`config.mk`:
```
export PLATFORM = sky130hd
export DESIGN_NAME = i2s_tx_serializer
export DESIGN_NICKNAME = d
export VERILOG_FILES = /design/src/rtl/eq_audio_pkg.sv /design/src/rtl/i2s_clk_gen.sv /design/src/rtl/i2s_tx_serializer.sv
export SDC_FILE = /design/constraint.sdc
export NUM_CORES = 1
export LEC_CHECK = 0
export BUFFER_PORTS_ARGS = -buffer_cell sky130_fd_sc_hd__buf_4
export CORE_MARGIN = 2
export CORE_UTILIZATION = 50
export DETAILED_ROUTE_END_ITERATION = 6
export MAX_ROUTING_LAYER = met4
export PLACE_DENSITY = 0.7
export SYNTH_ARGS = -nofsm -noshare
export SYNTH_HDL_FRONTEND = slang
export SYNTH_SLANG_ARGS = --single-unit
```
`constraint.sdc`:
```
create_clock -name clk -period 3.7 [get_ports clk]
set_input_delay 0.185 -clock clk [delete_from_list [all_inputs] [get_ports clk]]
set_output_delay 0.185 -clock clk [all_outputs]
set_load 0.05 [all_outputs]
```
`src/rtl/eq_audio_pkg.sv`:
```
// Shared audio-path types and helpers for the equalizer output stage.
package eq_audio_pkg;

   localparam int unsigned SAMPLE_W = 16;

   typedef logic signed [SAMPLE_W-1:0] sample_t;

   typedef struct packed {
      sample_t left;
      sample_t right;
   } stereo_frame_t;

   // Word-select level for a frame position: high from the last left bit
   // through the second-to-last right bit, giving the one-bclk I2S lead.
   function automatic logic lr_for_pos(input int unsigned pos, input int unsigned slot_w);
      return (pos >= slot_w - 1) && (pos <= 2 * slot_w - 2);
   endfunction

endpackage

```
`src/rtl/i2s_clk_gen.sv`:
```
// Bit-clock generator: divides clk into bclk and flags the cycle of each bclk edge.
module i2s_clk_gen #(
   parameter int unsigned CLK_DIV = 4
) (
   input  logic clk,
   input  logic reset,
   output logic bclk,
   output logic rise,
   output logic fall
);

   localparam int unsigned CNT_W    = (CLK_DIV > 1) ? $clog2(CLK_DIV) : 1;
   localparam logic [CNT_W-1:0] CNT_LAST = CNT_W'(CLK_DIV - 1);

   logic [CNT_W-1:0] div_cnt;
   logic             wrap;

   assign wrap = (div_cnt == CNT_LAST);
   assign rise = wrap && !bclk;
   assign fall = wrap && bclk;

   // NOTE: clocked state uses non-blocking assignments so every flop samples
   // pre-edge values regardless of statement order.
   always_ff @(posedge clk or posedge reset) begin
      if (reset) begin
         div_cnt <= '0;
         bclk    <= 1'b0;
      end else if (wrap) begin
         div_cnt <= '0;
         bclk    <= ~bclk;
      end else begin
         div_cnt <= div_cnt + 1'b1;
      end
   end

endmodule

```
`src/rtl/i2s_tx_serializer.sv`:
```
// Philips-timing I2S transmitter with a single-frame holding buffer.
module i2s_tx_serializer #(
   parameter int unsigned CLK_DIV  = 4,
   parameter int unsigned SAMPLE_W = eq_audio_pkg::SAMPLE_W,
   parameter int unsigned SLOT_W   = 16
) (
   input  logic                       clk,
   input  logic                       reset,
   input  logic signed [SAMPLE_W-1:0] left_in,
   input  logic signed [SAMPLE_W-1:0] right_in,
   input  logic                       in_valid,
   output logic                       in_ready,
   output logic                       bclk,
   output logic                       lrclk,
   output logic                       sdata,
   output logic                       frame_start,
   output logic                       underrun
);

   import eq_audio_pkg::*;

   localparam int unsigned FRAME_W = 2 * SLOT_W;
   localparam int unsigned POS_W   = $clog2(FRAME_W);
   localparam logic [POS_W-1:0] POS_LAST = POS_W'(FRAME_W - 1);

   typedef struct packed {
      logic [SAMPLE_W-1:0] left;
      logic [SAMPLE_W-1:0] right;
   } hold_t;

   logic               bclk_rise;
   logic               fall;
   logic [POS_W-1:0]   pos;
   logic [POS_W-1:0]   pos_next;
   logic [FRAME_W-1:0] shift_q;
   logic [SLOT_W-1:0]  left_slot;
   logic [SLOT_W-1:0]  right_slot;
   hold_t              hold;
   logic               hold_full;
   logic               accept;
   logic               load;

   i2s_clk_gen #(.CLK_DIV(CLK_DIV)) u_clk_gen (
      .clk   (clk),
      .reset (reset),
      .bclk  (bclk),
      .rise  (bclk_rise),
      .fall  (fall)
   );

   assign pos_next   = (pos == POS_LAST) ? '0 : pos + 1'b1;
   assign load       = fall && (pos_next == '0);
   assign accept     = in_valid && !hold_full;
   assign in_ready   = !hold_full;
   assign sdata      = shift_q[FRAME_W-1];

   // Samples sit MSB-aligned in their slot; the pad below the LSB is zero.
   assign left_slot  = SLOT_W'(hold.left)  << (SLOT_W - SAMPLE_W);
   assign right_slot = SLOT_W'(hold.right) << (SLOT_W - SAMPLE_W);

   always_ff @(posedge clk or posedge reset) begin
      if (reset) begin
         pos         <= POS_LAST;
         lrclk       <= 1'b0;
         shift_q     <= '0;
         frame_start <= 1'b0;
         underrun    <= 1'b0;
      end else begin
         frame_start <= load;
         underrun    <= load && !hold_full;
         if (fall) begin
            pos   <= pos_next;
            lrclk <= lr_for_pos(32'(pos_next), SLOT_W);
            if (load) shift_q <= hold_full ? {left_slot, right_slot} : '0;
            else      shift_q <= shift_q << 1;
         end
      end
   end

   // NOTE: the held sample data is reset along with its full flag so a frame
   // captured before reset can never leak out afterwards.
   always_ff @(posedge clk or posedge reset) begin
      if (reset) begin
         hold      <= '0;
         hold_full <= 1'b0;
      end else if (load && hold_full) begin
         hold_full <= 1'b0;
      end else if (accept) begin
         hold.left  <= left_in;
         hold.right <= right_in;
         hold_full  <= 1'b1;
      end
   end

   // The divider strobes are mutually exclusive by construction.
   a_strobes_exclusive: assert property (@(posedge clk) disable iff (reset) !(bclk_rise && fall));

endmodule

```
==> impl_metrics.prom <==
# TYPE chip_impl_metric gauge
chip_impl_info{name="status",value="complete, no violations"} 1
chip_impl_info{name="cts-root-buf",value="clkbuf_8"} 1
chip_impl_metric{name="maxClockFrequency",unit="GHz"} 0.410
chip_impl_metric{name="fin_tns_setup",unit="ns"} 0
chip_impl_info{name="hold_class",value="in -> reg"} 1
chip_impl_metric{name="avgSynthCellArea",unit="µm²"} 13.0
chip_impl_metric{name="drt-initial-drc-count",unit=""} 88
chip_impl_metric{name="share_of_post_route_cells_with_drive_strength_above_1",unit="%"} 33.7
chip_impl_metric{name="initial_core_utilization",unit="%"} 52.5
chip_impl_metric{name="numPlacedInstances",unit=""} 366
chip_impl_metric{name="synth_fp_nets",unit=""} 298
chip_impl_metric{name="timing.critical_path.required",unit="ns"} 3.96
chip_impl_metric{name="fp.dieW",unit="µm"} 86.2
chip_impl_metric{name="placedInstanceArea",unit="µm²"} 3730
chip_impl_metric{name="numClockSinks",unit=""} 76
chip_impl_metric{name="syn2layout_area_growth",unit="%"} 18.3
chip_impl_metric{name="die_height",unit="µm"} 86.2
chip_impl_metric{name="grt_start_max_net_pins",unit=""} 48
chip_impl_metric{name="die_area",unit="µm²"} 7420
chip_impl_metric{name="cts.hold.buffers_added",unit=""} 1
chip_impl_metric{name="cts-resized-gates",unit=""} 0
chip_impl_metric{name="drv_cap",unit=""} 0
chip_impl_metric{name="route.antenna.remaining_nets",unit=""} 0
chip_impl_metric{name="postRouteWirelength",unit="mm"} 5.57
chip_impl_metric{name="tightest_slew",unit="ns"} 0.936
chip_impl_metric{name="final_nets",unit=""} 339
chip_impl_metric{name="antenna_found_initial",unit=""} 0
chip_impl_metric{name="setup_ws",unit="ns"} 1.26
chip_impl_info{name="rsz_0062_raised_after_global_routing",value="no"} 1
chip_impl_info{name="cts_tree",value="done"} 1
chip_impl_metric{name="worst_ep_arrival_time",unit="ns"} 2.70
chip_impl_metric{name="core-area",unit="µm²"} 6420
chip_impl_metric{name="diodes",unit=""} 0
chip_impl_metric{name="standard_cell_row_count",unit=""} 29
chip_impl_metric{name="yosys_warnings",unit=""} 0
chip_impl_metric{name="syn-cell-area",unit="µm²"} 3370
chip_impl_metric{name="synth_edf_count",unit=""} 0
chip_impl_metric{name="final_min_period_over_clock_period",unit="%"} 65.9
chip_impl_metric{name="pin_count",unit=""} 41
chip_impl_metric{name="critPathMaxFanout",unit=""} 21
chip_impl_metric{name="finalWeightedCongestion",unit=""} 0.765
chip_impl_metric{name="cts-htree-levels",unit=""} 3
chip_impl_metric{name="post-route-cell-area",unit="µm²"} 3990
chip_impl_metric{name="hold_viol",unit=""} 0
chip_impl_metric{name="worst_ir_drop_on_vdd",unit="V"} 0.000357
chip_impl_metric{name="post_drt_via_cell_ratio",unit=""} 5.38
chip_impl_metric{name="preCtsSetupSlack",unit="ns"} 1.27
chip_impl_metric{name="synth-seq-cells",unit=""} 76
chip_impl_metric{name="place.port_buffers",unit=""} 40
chip_impl_metric{name="timing.final.crit_period",unit="ns"} 2.44
chip_impl_metric{name="finalPower",unit="µW"} 2080
chip_impl_metric{name="clk_latency",unit="ns"} 0.34
chip_impl_metric{name="clockBufferDepth",unit=""} 2
chip_impl_info{name="crit_start_category",value="register"} 1
chip_impl_info{name="path_type_of_the_worst_setup_path",value="reg -> reg"} 1
chip_impl_metric{name="cts-buffers-inserted",unit=""} 9
chip_impl_metric{name="vias",unit=""} 2059
chip_impl_metric{name="grt_pass1_wl",unit="mm"} 9.67
chip_impl_metric{name="power_density",unit="nW/µm²"} 520
chip_impl_metric{name="synthesis.instances",unit=""} 260
chip_impl_metric{name="post_layout_nonfiller_instances",unit=""} 383
chip_impl_metric{name="gr-total-overflow",unit=""} 0
chip_impl_metric{name="final_max_slew_viol_count",unit=""} 0
chip_impl_metric{name="drc_errors",unit=""} 0
chip_impl_metric{name="synthDistinctLibCells",unit=""} 28
chip_impl_metric{name="detailedRoute.firstPassIterationCount",unit=""} 4
chip_impl_metric{name="place.detailed.hpwl",unit="mm"} 3.50
chip_impl_metric{name="p_leak",unit="µW"} 0.00229
chip_impl_metric{name="async_reset_ff_share",unit="%"} 100
chip_impl_metric{name="setup-violations-final",unit=""} 0
chip_impl_metric{name="grt_usage",unit="%"} 17.6
chip_impl_metric{name="synth_seq_area_share",unit="%"} 56.5
chip_impl_metric{name="avgRoutedWirePerCell",unit="µm"} 14.5
chip_impl_metric{name="skew",unit="ns"} 0.00876
chip_impl_metric{name="postCtsSetupBuffers",unit=""} 0
chip_impl_metric{name="relSlewSlack",unit="%"} 37.5
chip_impl_info{name="critPathCaptureType",value="register"} 1
chip_impl_metric{name="cts.clk_slew.worst_paths",unit="ns"} 0.08
chip_impl_metric{name="vias_in_the_first_global_route",unit=""} 2102
chip_impl_info{name="synth_ff_type",value="dfrtp_1"} 1
==> cell families after synthesis <==
| family | Yosys count | synth area share [%] |
|---|---|---|
| DFF | 76 | 56.5 |
| AOI/OAI and AO/OA | 11 | 2.37 |
| xor gates and xnor gates | 4 | 1.04 |
| buffers and inverters | 18 | 2.71 |
| and+or+nand+nor | 53 | 6.82 |
| muxes | 95 | 29.4 |
| adders and majority gates | 3 | 1.11 |
==> routing by layer <==
metal	GRT usage (%)	vias to the layer above	routed length, µm	part of all wire (%)
li1	-	991	-	-
met1	21.6	1015	2600	47
met2	27.4	39	2650	48
met3	4.14	14	181	3.3
met4	8.23	0	127	2.3
met5	-	-	0	0
==> per-stage QoR <==
step	utilization [%]	hold slack (ns)
after global routing	62.2	0.0532
after CTS	62.2	0.0504
final	62.2	0.0665
after floorplan	-	0.337
after global placement	58.1	0.359
after detailed placement	58.1	0.368
==> placed cells by master, fill, tap and decap left out, types with 2 or more instances in the layout <==
cell	instances
dfrtp_1	71
xnor2_1	2
nand2_1	37
bufinv_16	3
nand2b_1	2
clkinv_2	2
mux2_2	33
dfstp_2	5
o21ai_0	6
mux2i_1	62
ha_1	3
xor2_1	2
buf_4	44
clkbuf_8	11
inv_1	2
nor2_1	5
==> area by class of cell <==
| cell class | count | area (µm²) |
|---|---|---|
| clock inverter | 4 | 95.1 |
| inverter | 3 | 12.5 |
| tap | 77 | 96.3 |
| sequential | 76 | 1910 |
| fill | 519 | 2430 |
| multi-input combinational | 166 | 1390 |
| clock buffer | 12 | 155 |
| timing repair buffer | 45 | 340 |
==> path summary, 6_finish.rpt <==
path / start / endpoint / slack (ns) / depth (start not counted)
max: pos[0]$_DFFE_PP1P_ / shift_q[13]$_DFFE_PP0P_ / 1.26 / 6
min: left_in[1] / left_slot[1]$_DFFE_PP0P_ / 0.07 / 2
max reg2reg: pos[0]$_DFFE_PP1P_ / shift_q[13]$_DFFE_PP0P_ / 1.26 / 6
min reg2reg: u_clk_gen.div_cnt[0]$_DFF_PP0_ / u_clk_gen.div_cnt[0]$_DFF_PP0_ / 0.43 / 1
max in group asynchronous: reset / pos[0]$_DFFE_PP1P_ / 2.24 / 4
min in group asynchronous: reset / left_slot[3]$_DFFE_PP0P_ / 0.54 / 3
==> critical path: stages (launching register included) <==
cell and delay, ns:
dfstp_2 0.40, ha_1 0.28, and3_1 0.21, ha_1 0.27, o21ai_4 0.50, buf_4 0.43
mux2i_1 0.24
==> cells in the mapped netlist (2+ instances only) <==
master	number	share of area [%]
dfrtp_1	71	53
mux2i_1	62	18
nand2_1	38	4.2
mux2_2	33	11
clkbuf_1	11	1.2
o21ai_0	6	0.89
dfstp_2	5	3.9
nor2_1	5	0.56
buf_6	3	1.0
ha_1	3	1.1
inv_1	3	0.33
nand2b_1	2	0.37
xnor2_1	2	0.52
xor2_1	2	0.52
==> power by group <==
group	leakage [µW]	internal, µW	switching [µW]
Clock	0.000127	484	290
Combinational	0.00120	162	106
Sequential	0.000964	967	68.6
Total	0.00229	1610	464
==> state kept, by name, indices dropped and copies added (netlist names) <==
| name | count |
|---|---|
| shift_q | 32 |
| left_slot | 16 |
| right_slot | 16 |
| pos | 5 |
| u_clk_gen.div_cnt | 2 |
| frame_start | 1 |
| hold_full | 1 |
| lrclk | 1 |
| u_clk_gen.bclk | 1 |
| underrun | 1 |
(Power assumes the default switching activity.)
